File: src/rtl/psi_input_loader.sv
// Loader for the psi core's p_input bus: collects N parties x K sorted elements into a flat buffer.
// Optional per-party strict-ascending order check enabled by defining PSI_LOADER_ORDER_CHECK_EN.
module psi_input_loader #(
    parameter int W = 16,
    parameter int K = 16,
    parameter int N = 4
) (
    input  logic                 clk,
    input  logic                 rst_n,
    input  logic                 start,
    input  logic                 in_valid,
    output logic                 in_ready,
    input  logic [W-1:0]         in_data,
    output logic [W*K*N-1:0]     p_input,
    output logic                 p_valid,
    output logic                 order_err,
    output logic [$clog2(N)-1:0] err_party
);
    localparam int PW = $clog2(N);
    localparam int EW = $clog2(K);
    localparam int NK = N * K;
    localparam int SW = $clog2(NK);

    typedef enum logic [1:0] {IDLE, LOAD, DONE} state_t;

    state_t              state;
    logic [PW-1:0]       pi;
    logic [EW-1:0]       ej;
    logic                accept;
    logic                last_elem;
    logic [SW-1:0]       slot;
    logic [NK-1:0][W-1:0] buf_q;

    assign accept    = in_valid & in_ready;
    assign last_elem = (pi == PW'(N - 1)) && (ej == EW'(K - 1));
    assign slot      = SW'(pi) * SW'(K) + SW'(ej);
    assign p_input   = buf_q;

    // start has priority over everything, so an element accepted in a start cycle is dropped
    always_ff @(posedge clk or negedge rst_n) begin
        if (!rst_n) begin
            state    <= IDLE;
            in_ready <= 1'b0;
            p_valid  <= 1'b0;
            pi       <= '0;
            ej       <= '0;
        end else if (start) begin
            state    <= LOAD;
            in_ready <= 1'b1;
            p_valid  <= 1'b0;
            pi       <= '0;
            ej       <= '0;
        end else if (state == LOAD && accept) begin
            if (last_elem) begin
                state    <= DONE;
                in_ready <= 1'b0;
                p_valid  <= 1'b1;
                pi       <= '0;
                ej       <= '0;
            end else if (ej == EW'(K - 1)) begin
                ej <= '0;
                pi <= pi + 1'b1;
            end else begin
                ej <= ej + 1'b1;
            end
        end
    end

    // one storage slot per element; the bus is taken straight from these flops
    for (genvar s = 0; s < NK; s++) begin : g_slot
        psi_loader_slot #(.W(W)) u_slot (
            .clk   (clk),
            .rst_n (rst_n),
            .clr   (start),
            .we    (accept && (slot == SW'(s))),
            .d     (in_data),
            .q     (buf_q[s])
        );
    end

`ifdef PSI_LOADER_ORDER_CHECK_EN
    logic [W-1:0] prev_q;

    // only the first violation is latched; err_party then stays frozen until the next start
    always_ff @(posedge clk or negedge rst_n) begin
        if (!rst_n) begin
            prev_q    <= '0;
            order_err <= 1'b0;
            err_party <= '0;
        end else if (start) begin
            order_err <= 1'b0;
            err_party <= '0;
        end else if (accept) begin
            prev_q <= in_data;
            if ((ej != '0) && (in_data <= prev_q) && !order_err) begin
                order_err <= 1'b1;
                err_party <= pi;
            end
        end
    end
`else
    assign order_err = 1'b0;
    assign err_party = '0;
`endif

endmodule

// Single element register of the loader buffer: synchronous clear beats write.
module psi_loader_slot #(
    parameter int W = 16
) (
    input  logic         clk,
    input  logic         rst_n,
    input  logic         clr,
    input  logic         we,
    input  logic [W-1:0] d,
    output logic [W-1:0] q
);
    always_ff @(posedge clk or negedge rst_n) begin
        if (!rst_n)   q <= '0;
        else if (clr) q <= '0;
        else if (we)  q <= d;
    end
endmodule

File: config.mk
export PLATFORM = sky130hd
export DESIGN_NAME = psi_input_loader
export DESIGN_NICKNAME = d
export VERILOG_FILES = /design/src/rtl/psi_input_loader.sv
export SDC_FILE = /design/constraint.sdc
export NUM_CORES = 1
export LEC_CHECK = 0
export BUFFER_PORTS_ARGS = -buffer_cell sky130_fd_sc_hd__buf_2
export CAP_MARGIN = 20
export CORE_AREA = 3 3 405 407
export CTS_CLUSTER_DIAMETER = 120
export CTS_CLUSTER_SIZE = 10
export DETAILED_ROUTE_END_ITERATION = 16
export DIE_AREA = 0 0 408 410
export PLACE_DENSITY = 0.47
export SETUP_SLACK_MARGIN = 0.2
export SYNTH_ARGS = -nofsm -noshare
export SYNTH_HDL_FRONTEND = slang
export SYNTH_HIERARCHICAL = 1
export SYNTH_SLANG_ARGS = --single-unit
File: constraint.sdc
create_clock -name clk -period 4.2 [get_ports clk]
set_clock_uncertainty 0.05 [all_clocks]
set_input_delay 0.42 -clock clk [delete_from_list [all_inputs] [get_ports clk]]
set_output_delay 0.42 -clock clk [all_outputs]
set_load 0.03 [all_outputs]
==> impl_metrics.prom, run 1 <==
# TYPE chip_impl_metric gauge
chip_impl_metric{name="largest_net_degree_at_the_start_of_global_routing",unit=""} 125
chip_impl_metric{name="synth.lib_cells_used.distinct",unit=""} 27
chip_impl_metric{name="cts_buffer_count",unit=""} 116
chip_impl_metric{name="multi_input_area",unit="µm²"} 14900
chip_impl_info{name="rsz0062_at_grt",value="no"} 1
chip_impl_metric{name="tns",unit="ps"} 0
chip_impl_metric{name="drv.max_cap_violation_count",unit=""} 0
chip_impl_metric{name="ys.warnings.count",unit=""} 6
chip_impl_metric{name="number_of_iterations_in_the_first_detailed_routing_pass",unit=""} 5
chip_impl_metric{name="post_cts_resize_count",unit=""} 0
chip_impl_metric{name="finalCoreUtilization",unit="%"} 33.1
chip_impl_metric{name="worst_max_slew_pin_slew",unit="ps"} 1100
chip_impl_metric{name="clk-insertion-delay-late",unit="ps"} 720
chip_impl_metric{name="hold-path-cell-count",unit=""} 3
chip_impl_metric{name="buffer_ports.inserted",unit=""} 1045
chip_impl_metric{name="seq_power_share",unit="%"} 49.5
chip_impl_metric{name="hold_ws",unit="ps"} 110
chip_impl_metric{name="mapped_cells",unit=""} 3471
chip_impl_info{name="worstSetupStartpointType",value="flop"} 1
chip_impl_metric{name="final.setup.worst_slack",unit="ps"} 1450
chip_impl_metric{name="ff_latch_area",unit="µm²"} 25800
chip_impl_metric{name="avgRoutedWirePerCell",unit="µm"} 25.3
chip_impl_metric{name="grtUsageTotal",unit="%"} 19.5
chip_impl_metric{name="fp.dieH",unit="µm"} 410
chip_impl_metric{name="setup_viol",unit=""} 0
chip_impl_info{name="cp_slowest_cell",value="sky130_fd_sc_hd__nor2_2"} 1
chip_impl_metric{name="io_pins",unit=""} 1049
chip_impl_metric{name="critPathMaxFanout",unit=""} 16
chip_impl_metric{name="fin_cells",unit=""} 6661
chip_impl_metric{name="intPower",unit="mW"} 15.2
chip_impl_info{name="clockRootBuffer",value="sky130_fd_sc_hd__clkbuf_16"} 1
chip_impl_metric{name="drv_slew",unit=""} 0
chip_impl_metric{name="worst-path-buf-inv",unit=""} 1
chip_impl_metric{name="die-area",unit="µm²"} 167000
chip_impl_info{name="min_delay_worst_endpoint",value="g_slot[48].u_slot/q[2]"} 1
chip_impl_metric{name="number_of_sinks_on_the_clock_net",unit=""} 1032
chip_impl_info{name="timing.critical_path.cells",value="inv_1, ha_1, nand3_2, nor2_2, mux2i_1, nor2_1"} 1
chip_impl_metric{name="via_count",unit=""} 29900
chip_impl_metric{name="period_share",unit="%"} 65.5
chip_impl_info{name="timing_worst_setup_path_type",value="reg2reg"} 1
chip_impl_metric{name="synth_compound_gate_area_share",unit="%"} 0.113
chip_impl_metric{name="max_freq",unit="MHz"} 364
chip_impl_metric{name="first_global_vias",unit=""} 30100
chip_impl_metric{name="power.share.switching",unit="%"} 24.7
chip_impl_metric{name="placeableCoreArea",unit="µm²"} 161000
chip_impl_metric{name="post_synth_instance_area",unit="µm²"} 43200
chip_impl_metric{name="clkTransAtPathRegs",unit="ps"} 60
chip_impl_metric{name="drc_errors",unit=""} 0
chip_impl_metric{name="start_util",unit="%"} 26.9
chip_impl_info{name="critical_path.reg2reg.endpoint",value="g_slot[23].u_slot/q[8]"} 1
chip_impl_metric{name="timing.final.crit_period",unit="ps"} 2750
chip_impl_info{name="min-delay-start",value="in_data[2]"} 1
chip_impl_metric{name="ant_nets",unit=""} 0
chip_impl_metric{name="synth_enable_flop_cells",unit=""} 0
chip_impl_metric{name="met2_global_route_usage",unit="%"} 31.7
chip_impl_metric{name="slew-limit-headroom",unit="%"} 26.6
chip_impl_metric{name="place.detailed.instances",unit=""} 6527
chip_impl_metric{name="layout.filler_cells",unit=""} 16500
chip_impl_info{name="synthDominantAreaCellType",value="sky130_fd_sc_hd__dfrtp_1"} 1
chip_impl_info{name="combinational_family_with_the_most_area_after_synthesis",value="multiplexers"} 1
chip_impl_metric{name="largest_stage_delay_on_the_critical_path",unit="ps"} 1040
chip_impl_metric{name="vdd.ir_drop.worst",unit="mV"} 0.318
chip_impl_metric{name="r2r_slack",unit="ps"} 1450
chip_impl_info{name="synthTopCellsByArea",value="sky130_fd_sc_hd__dfrtp_1 60%, sky130_fd_sc_hd__mux2i_1 24%, sky130_fd_sc_hd__nor2_1 9.5%, sky130_fd_sc_hd__buf_12 3.0%, sky130_fd_sc_hd__buf_6 1.7%"} 1
chip_impl_metric{name="cts-root-to-sink-buffers",unit=""} 3
chip_impl_info{name="crit-reg2reg-launch",value="pi[1]"} 1
chip_impl_metric{name="core.rowCount",unit=""} 147
chip_impl_metric{name="post_synth_mux_area_share",unit="%"} 23.8
chip_impl_info{name="synth_top_flop_cell",value="sky130_fd_sc_hd__dfrtp_1"} 1
chip_impl_metric{name="chipWidth",unit="µm"} 408
chip_impl_metric{name="clock_power_share",unit="%"} 45.4
chip_impl_metric{name="power-per-cell-area",unit="nW/µm²"} 380
chip_impl_metric{name="syn-mean-instance-area",unit="µm²"} 12.4
chip_impl_metric{name="cp_data_arrival_time",unit="ps"} 3250
chip_impl_metric{name="detailedPlacementHpwl",unit="µm"} 110000
chip_impl_metric{name="grt.overflow.total",unit=""} 0
chip_impl_metric{name="grt_antenna_before_repair",unit=""} 3
chip_impl_metric{name="synth.top_cell.area_share",unit="%"} 59.8
chip_impl_metric{name="yosysSeqAreaShare",unit="%"} 59.8
chip_impl_metric{name="synth_xor_area_share",unit="%"} 0.0406
chip_impl_info{name="worstSetupEndpointType",value="flop"} 1
chip_impl_metric{name="synthSimpleGateAreaFrac",unit="%"} 9.88
chip_impl_metric{name="post_route_cells_drive_above_1_share",unit="%"} 30.3
chip_impl_metric{name="areaGrowthSynthToFinish",unit="%"} 23.2
chip_impl_metric{name="layout.nets",unit=""} 4515
chip_impl_info{name="grt_most_used_layer",value="met2"} 1
chip_impl_metric{name="synth-async-reset-ratio",unit="%"} 100
chip_impl_metric{name="net-switching-power",unit="mW"} 4.99
chip_impl_metric{name="avgViaCountPerCell",unit=""} 4.49
chip_impl_metric{name="final_hold_violation_count",unit=""} 0
chip_impl_metric{name="comb_power_share",unit="%"} 5.2
chip_impl_metric{name="wire_length_of_the_first_global_routing_pass",unit="µm"} 239000
chip_impl_info{name="tritoncts",value="built"} 1
chip_impl_metric{name="power.static_leakage",unit="nW"} 25.7
chip_impl_metric{name="reg2regPathDepth",unit=""} 6
chip_impl_metric{name="dp_worst_setup_slack",unit="ps"} 1410
chip_impl_info{name="critPathTopFamily",value="simple AND/OR/NAND/NOR gates"} 1
chip_impl_metric{name="yosys_register_bits",unit=""} 1032
chip_impl_metric{name="first_drt_iteration_drcs",unit=""} 2298
chip_impl_metric{name="worst_ep_required_time",unit="ps"} 4700
chip_impl_metric{name="final_gp_congestion",unit=""} 0.768
chip_impl_info{name="min_delay_path_class",value="in2reg"} 1
chip_impl_metric{name="finalWirelength",unit="µm"} 169000
chip_impl_metric{name="synthAdderAreaFrac",unit="%"} 0.232
chip_impl_info{name="run_status",value="finished clean"} 1
chip_impl_metric{name="global_route.usage.met1",unit="%"} 24.5
chip_impl_metric{name="htree_num_levels",unit=""} 3
chip_impl_metric{name="groute.layer.met3.usage",unit="%"} 6.05
cell families (layout without fill, tap and decap cells):
group | after synthesis | count (layout)
compound gates | 8 | 8
xor+xnor | 2 | 2
fa+ha+maj | 8 | 8
buf+inv | 273 | 1300
flops | 1032 | 1032
mux | 1025 | 1025
other cells | 1 | 4
simple gates | 1122 | 1122
cell type report:
type                            count  share of cell area [%]
Antenna cell                        1                 0.00470
Clock buffer                      118                    5.53
Clock inverter                     13                   0.426
Inverter                            7                  0.0494
Multi-Input combinational cell   2168                    28.0
Sequential cell                  1032                    48.6
Tap cell                         2160                    5.08
Timing Repair Buffer             1162                    12.4
synthesized netlist by cell type (4+ instances only):
master	instances
sky130_fd_sc_hd__nand2_1	13
sky130_fd_sc_hd__dfrtp_1	1032
sky130_fd_sc_hd__mux2i_1	1025
sky130_fd_sc_hd__nand3_1	7
sky130_fd_sc_hd__buf_1	65
sky130_fd_sc_hd__inv_1	6
sky130_fd_sc_hd__nor2_1	1094
sky130_fd_sc_hd__ha_1	8
sky130_fd_sc_hd__buf_12	64
sky130_fd_sc_hd__buf_2	66
sky130_fd_sc_hd__clkbuf_1	4
sky130_fd_sc_hd__buf_6	64
how the worst max path moves through the flow:
stage | start | end | slack [ps] | cells past startpoint
floorplan | state[0] | g_slot[47].u_slot/q[10] | 2250 | 8
global placement | in_valid | g_slot[25].u_slot/q[1] | 1490 | 5
detailed placement | in_valid | g_slot[24].u_slot/q[12] | 1410 | 5
CTS | pi[1] | g_slot[24].u_slot/q[12] | 1360 | 6
global route | pi[1] | g_slot[23].u_slot/q[10] | 1190 | 6
finish | pi[1] | g_slot[23].u_slot/q[8] | 1450 | 6
power groups by stage:
stage	Clock [mW]	Combinational, mW	Sequential (mW)
2_1_floorplan	0	0.267	10.2
3_3_place_gp	0	1.09	10.2
3_5_place_dp	0	1.08	10.2
4_1_cts	9.48	1.08	9.99
5_1_grt	9.82	1.13	9.99
6_report	9.16	1.05	9.99
cells in the final DEF, fill, tap and decap left out, types with 3 or more instances in the layout:
cell type,n
sky130_fd_sc_hd__dfrtp_1,1032
sky130_fd_sc_hd__nor2_1,1030
sky130_fd_sc_hd__buf_2,1027
sky130_fd_sc_hd__mux2i_1,1025
sky130_fd_sc_hd__clkbuf_16,117
sky130_fd_sc_hd__buf_4,99
sky130_fd_sc_hd__nor2_2,61
sky130_fd_sc_hd__buf_12,31
sky130_fd_sc_hd__nand2_1,13
sky130_fd_sc_hd__ha_1,8
sky130_fd_sc_hd__inv_1,6
sky130_fd_sc_hd__nand3_2,5
sky130_fd_sc_hd__nor2_4,3
sky130_fd_sc_hd__nand3_1,3
sky130_fd_sc_hd__a21oi_1,3
sky130_fd_sc_hd__conb_1,3
sky130_fd_sc_hd__clkinv_16,3
sky130_fd_sc_hd__inv_6,3
sky130_fd_sc_hd__buf_8,3
stage by stage:
stage	power (mW)	area, µm²
finish	20.2	53200
detailed placement	11.2	50000
global route	20.9	53200
floorplan	10.5	43200
CTS	20.5	53200
global placement	11.3	50000
sequential cells by signal (all words and copies together), names as in the netlist:
name,flops
g_slot.u_slot/q,1024
ej,4
pi,2
p_valid,1
state,1
worst min-delay path: cells and delay by family:
family,cells,cell delay (ps)
buffers and inverters,1,210
multiplexers,1,170
AND/OR/NAND/NOR,1,50
metal layers:
metal  vias to the layer above  part of all wire (%)  wire length [µm]
met2                       972                    47             79600
met1                     15300                    42             70200
met5                         -                 0.016                27
met4                         4                   3.8              6430
met3                       257                   7.3             12400
li1                      13400                     -                 -
timing repair:
| action | 4_1_cts | 5_1_grt |
|---|---|---|
| hold buffers | 1 | 0 |
| buffers inserted | 0 | 0 |
| setup endpoints to repair | 0 | 0 |
| hold endpoints to repair | 55 | 0 |
No activity file was read; power rests on OpenSTA's default activity.
==> inputs of run 2 (changes only) <==
Settings changed: CORE_AREA 3 3 405 407 to 3 3 403 405, DIE_AREA 0 0 408 410 to 0 0 406 408, PLACE_DENSITY 0.47 to 0.49.
Clock period 4.2 ns to 2.25 ns, I/O delays scaled along.
==> run 2 against run 1 <==
  * First-iteration DRC count decreased by 7.5%
  * Total power increased by 85%
  * Clock power increased by 81%
  * Global-route usage about the same
  * Flip-flop and latch count unchanged
  * Clock-buffer cell count unchanged
  * Critical path type unchanged
  * Critical endpoint is now g_slot[20].u_slot/q[9]
==> impl_metrics.prom, run 2 (same netlist as run 1, synthesis figures left out) <==
# TYPE chip_impl_metric gauge
chip_impl_info{name="run_status",value="finished clean"} 1
chip_impl_metric{name="slew-limit-headroom",unit="%"} 38.4
chip_impl_metric{name="areaGrowthSynthToFinish",unit="%"} 27.2
chip_impl_metric{name="grt.overflow.total",unit=""} 0
chip_impl_metric{name="finalCoreUtilization",unit="%"} 34.6
chip_impl_metric{name="net-switching-power",unit="mW"} 9.23
chip_impl_metric{name="first_global_vias",unit=""} 31100
chip_impl_metric{name="intPower",unit="mW"} 28.2
chip_impl_metric{name="start_util",unit="%"} 27.2
chip_impl_metric{name="clock_power_share",unit="%"} 44.4
chip_impl_info{name="layout_common_cells",value="1029 x sky130_fd_sc_hd__nor2_1, 1027 x sky130_fd_sc_hd__dfrtp_1, 1027 x sky130_fd_sc_hd__buf_2"} 1
chip_impl_info{name="timing.critical_path.cells",value="inv_2, ha_2, buf_4, nand2_1, buf_6, nor2_4, clkbuf_16, mux2i_1, nor2_1"} 1
chip_impl_metric{name="first_drt_iteration_drcs",unit=""} 2125
chip_impl_metric{name="tns",unit="ps"} 0
chip_impl_metric{name="vdd.ir_drop.worst",unit="mV"} 0.665
chip_impl_metric{name="worst_max_slew_pin_slew",unit="ps"} 925
chip_impl_metric{name="worst_ep_required_time",unit="ps"} 2790
chip_impl_metric{name="post_route_cells_drive_above_1_share",unit="%"} 31.9
chip_impl_info{name="layout_top_registers",value="g_slot.u_slot/q: 1024 flops, ej: 4 flops, pi: 2 flops"} 1
chip_impl_metric{name="drv_slew",unit=""} 0
chip_impl_metric{name="power.static_leakage",unit="nW"} 26.4
chip_impl_info{name="rsz0062_at_grt",value="yes"} 1
chip_impl_metric{name="wire_length_of_the_first_global_routing_pass",unit="µm"} 237000
chip_impl_metric{name="avgRoutedWirePerCell",unit="µm"} 25.0
chip_impl_metric{name="fp.dieH",unit="µm"} 408
chip_impl_metric{name="final_hold_violation_count",unit=""} 0
chip_impl_info{name="tritoncts",value="built"} 1
chip_impl_metric{name="grt_antenna_before_repair",unit=""} 2
chip_impl_metric{name="cp_data_arrival_time",unit="ps"} 2520
chip_impl_metric{name="largest_stage_delay_on_the_critical_path",unit="ps"} 440
chip_impl_metric{name="clk-insertion-delay-late",unit="ps"} 710
chip_impl_metric{name="drv.max_cap_violation_count",unit=""} 0
chip_impl_metric{name="worst-path-buf-inv",unit=""} 4
chip_impl_metric{name="final_gp_congestion",unit=""} 0.778
chip_impl_metric{name="chipWidth",unit="µm"} 406
chip_impl_metric{name="io_pins",unit=""} 1049
chip_impl_metric{name="timing.final.crit_period",unit="ps"} 1980
chip_impl_metric{name="drc_errors",unit=""} 0
chip_impl_metric{name="seq_power_share",unit="%"} 49.8
chip_impl_metric{name="htree_num_levels",unit=""} 3
chip_impl_metric{name="largest_net_degree_at_the_start_of_global_routing",unit=""} 97
chip_impl_metric{name="period_share",unit="%"} 87.9
chip_impl_metric{name="grtUsageTotal",unit="%"} 19.5
chip_impl_metric{name="setup_viol",unit=""} 0
chip_impl_metric{name="finalWirelength",unit="µm"} 166000
chip_impl_info{name="layout_commonest_cell",value="sky130_fd_sc_hd__nor2_1"} 1
chip_impl_metric{name="power.share.switching",unit="%"} 24.7
chip_impl_metric{name="clkTransAtPathRegs",unit="ps"} 60
chip_impl_metric{name="number_of_iterations_in_the_first_detailed_routing_pass",unit=""} 5
chip_impl_metric{name="placeableCoreArea",unit="µm²"} 159000
chip_impl_info{name="cp_slowest_cell",value="sky130_fd_sc_hd__dfrtp_2"} 1
chip_impl_metric{name="p_total",unit="mW"} 37.4
chip_impl_info{name="clockRootBuffer",value="sky130_fd_sc_hd__clkbuf_16"} 1
chip_impl_info{name="registers.top_by_ff_count",value="g_slot.u_slot/q"} 1
chip_impl_metric{name="via_count",unit=""} 30400
chip_impl_metric{name="cts_buffer_count",unit=""} 115
chip_impl_metric{name="max_freq",unit="MHz"} 505
chip_impl_info{name="min_delay_path_class",value="in2reg"} 1
chip_impl_metric{name="buffer_ports.inserted",unit=""} 1045
chip_impl_metric{name="detailedPlacementHpwl",unit="µm"} 110000
chip_impl_metric{name="avgViaCountPerCell",unit=""} 4.56
chip_impl_info{name="worstSetupStartpointType",value="flop"} 1
chip_impl_info{name="worstSetupEndpointType",value="flop"} 1
chip_impl_metric{name="core.rowCount",unit=""} 146
chip_impl_metric{name="comb_power_share",unit="%"} 5.8
chip_impl_metric{name="die-area",unit="µm²"} 166000
chip_impl_metric{name="largest_reg_flops",unit=""} 1024
chip_impl_metric{name="ant_nets",unit=""} 0
chip_impl_info{name="timing_worst_setup_path_type",value="reg2reg"} 1
chip_impl_metric{name="power-per-cell-area",unit="nW/µm²"} 682
chip_impl_metric{name="number_of_sinks_on_the_clock_net",unit=""} 1032
chip_impl_info{name="critPathTopFamily",value="buffers and inverters"} 1
chip_impl_metric{name="cts-root-to-sink-buffers",unit=""} 3
chip_impl_metric{name="critPathMaxFanout",unit=""} 8
chip_impl_metric{name="layout.nets",unit=""} 4611
==> run 2: cell count changes in the layout (fill, tap and decap cells not counted), moves of 4 or more <==
cell / change
sky130_fd_sc_hd__nand2_2: +9
sky130_fd_sc_hd__dlygate4sd3_1: +14
sky130_fd_sc_hd__dfrtp_1: -5
sky130_fd_sc_hd__buf_12: +82
sky130_fd_sc_hd__ha_1: -4
sky130_fd_sc_hd__nand2_1: -10
sky130_fd_sc_hd__dfrtp_2: +5
==> run 2: final cells by class <==
| class | instances | area (µm²) |
|---|---|---|
| repair buffers | 1259 | 8400 |
| inverters | 7 | 26.3 |
| well taps | 2072 | 2590 |
| fillers | 15900 | 104000 |
| multi-input cells | 2168 | 15000 |
| flip-flops and latches | 1032 | 25800 |
| clock inverters | 8 | 141 |
| clock buffers | 118 | 2920 |
| diodes | 1 | 2.50 |
==> run 2: path summary, 6_finish.rpt <==
check / startpoint / to / slack, ps / cells after the start
max in group asynchronous: rst_n / g_slot[17].u_slot/q[6] / 890 / 3
min reg2reg: g_slot[53].u_slot/q[5] / g_slot[53].u_slot/q[5] / 460 / 2
max reg2reg: ej[0] / g_slot[20].u_slot/q[9] / 270 / 9
min: in_data[15] / g_slot[27].u_slot/q[15] / 8 / 4
min in group asynchronous: rst_n / g_slot[43].u_slot/q[7] / 90 / 2
max: ej[0] / g_slot[20].u_slot/q[9] / 270 / 9
==> run 2: layer usage <==
metal / track usage [%] / share of wire [%]
met4: 6.58 / 3.2
met2: 32.4 / 48
met5: 0 / 0
met3: 5.62 / 7.4
met1: 24.2 / 41
==> run 2: timing repair <==
action,4_1_cts,5_1_grt
setup endpoints to repair,370,708
cloned,0,2
hold buffers,15,0
pin swaps,0,2
hold endpoints to repair,1117,0
gates resized for setup,8,32
buffers inserted,0,3
==> run 2: power groups by stage <==
stage                     registers [mW]  clock network [mW]  logic [mW]
final                               18.7                16.6        2.17
after CTS                           18.6                17.2        2.22
after global placement              19.0                   0        2.19
after detailed placement            19.0                   0        2.19
after floorplan                     19.1                   0       0.499
after global routing                18.6                17.9        2.33
==> run 2: through the flow <==
stage | hold slack, ps | std cells | setup WS (ps) | instance area, µm²
after floorplan | -121 | 3473 | 296 | 43200
after global placement | 199 | 6518 | 116 | 51500
after detailed placement | 201 | 6518 | 77.1 | 51500
after CTS | 11.2 | 6659 | 85.2 | 54700
after global routing | 52.6 | 6664 | 176 | 54900
final | 7.75 | 6665 | 271 | 54900
==> run 2: tightest hold or removal path, cell delays in order <==
cell and delay (ps):
sky130_fd_sc_hd__buf_4 120, sky130_fd_sc_hd__buf_12 190, sky130_fd_sc_hd__mux2i_1 150, sky130_fd_sc_hd__nor2_1 50
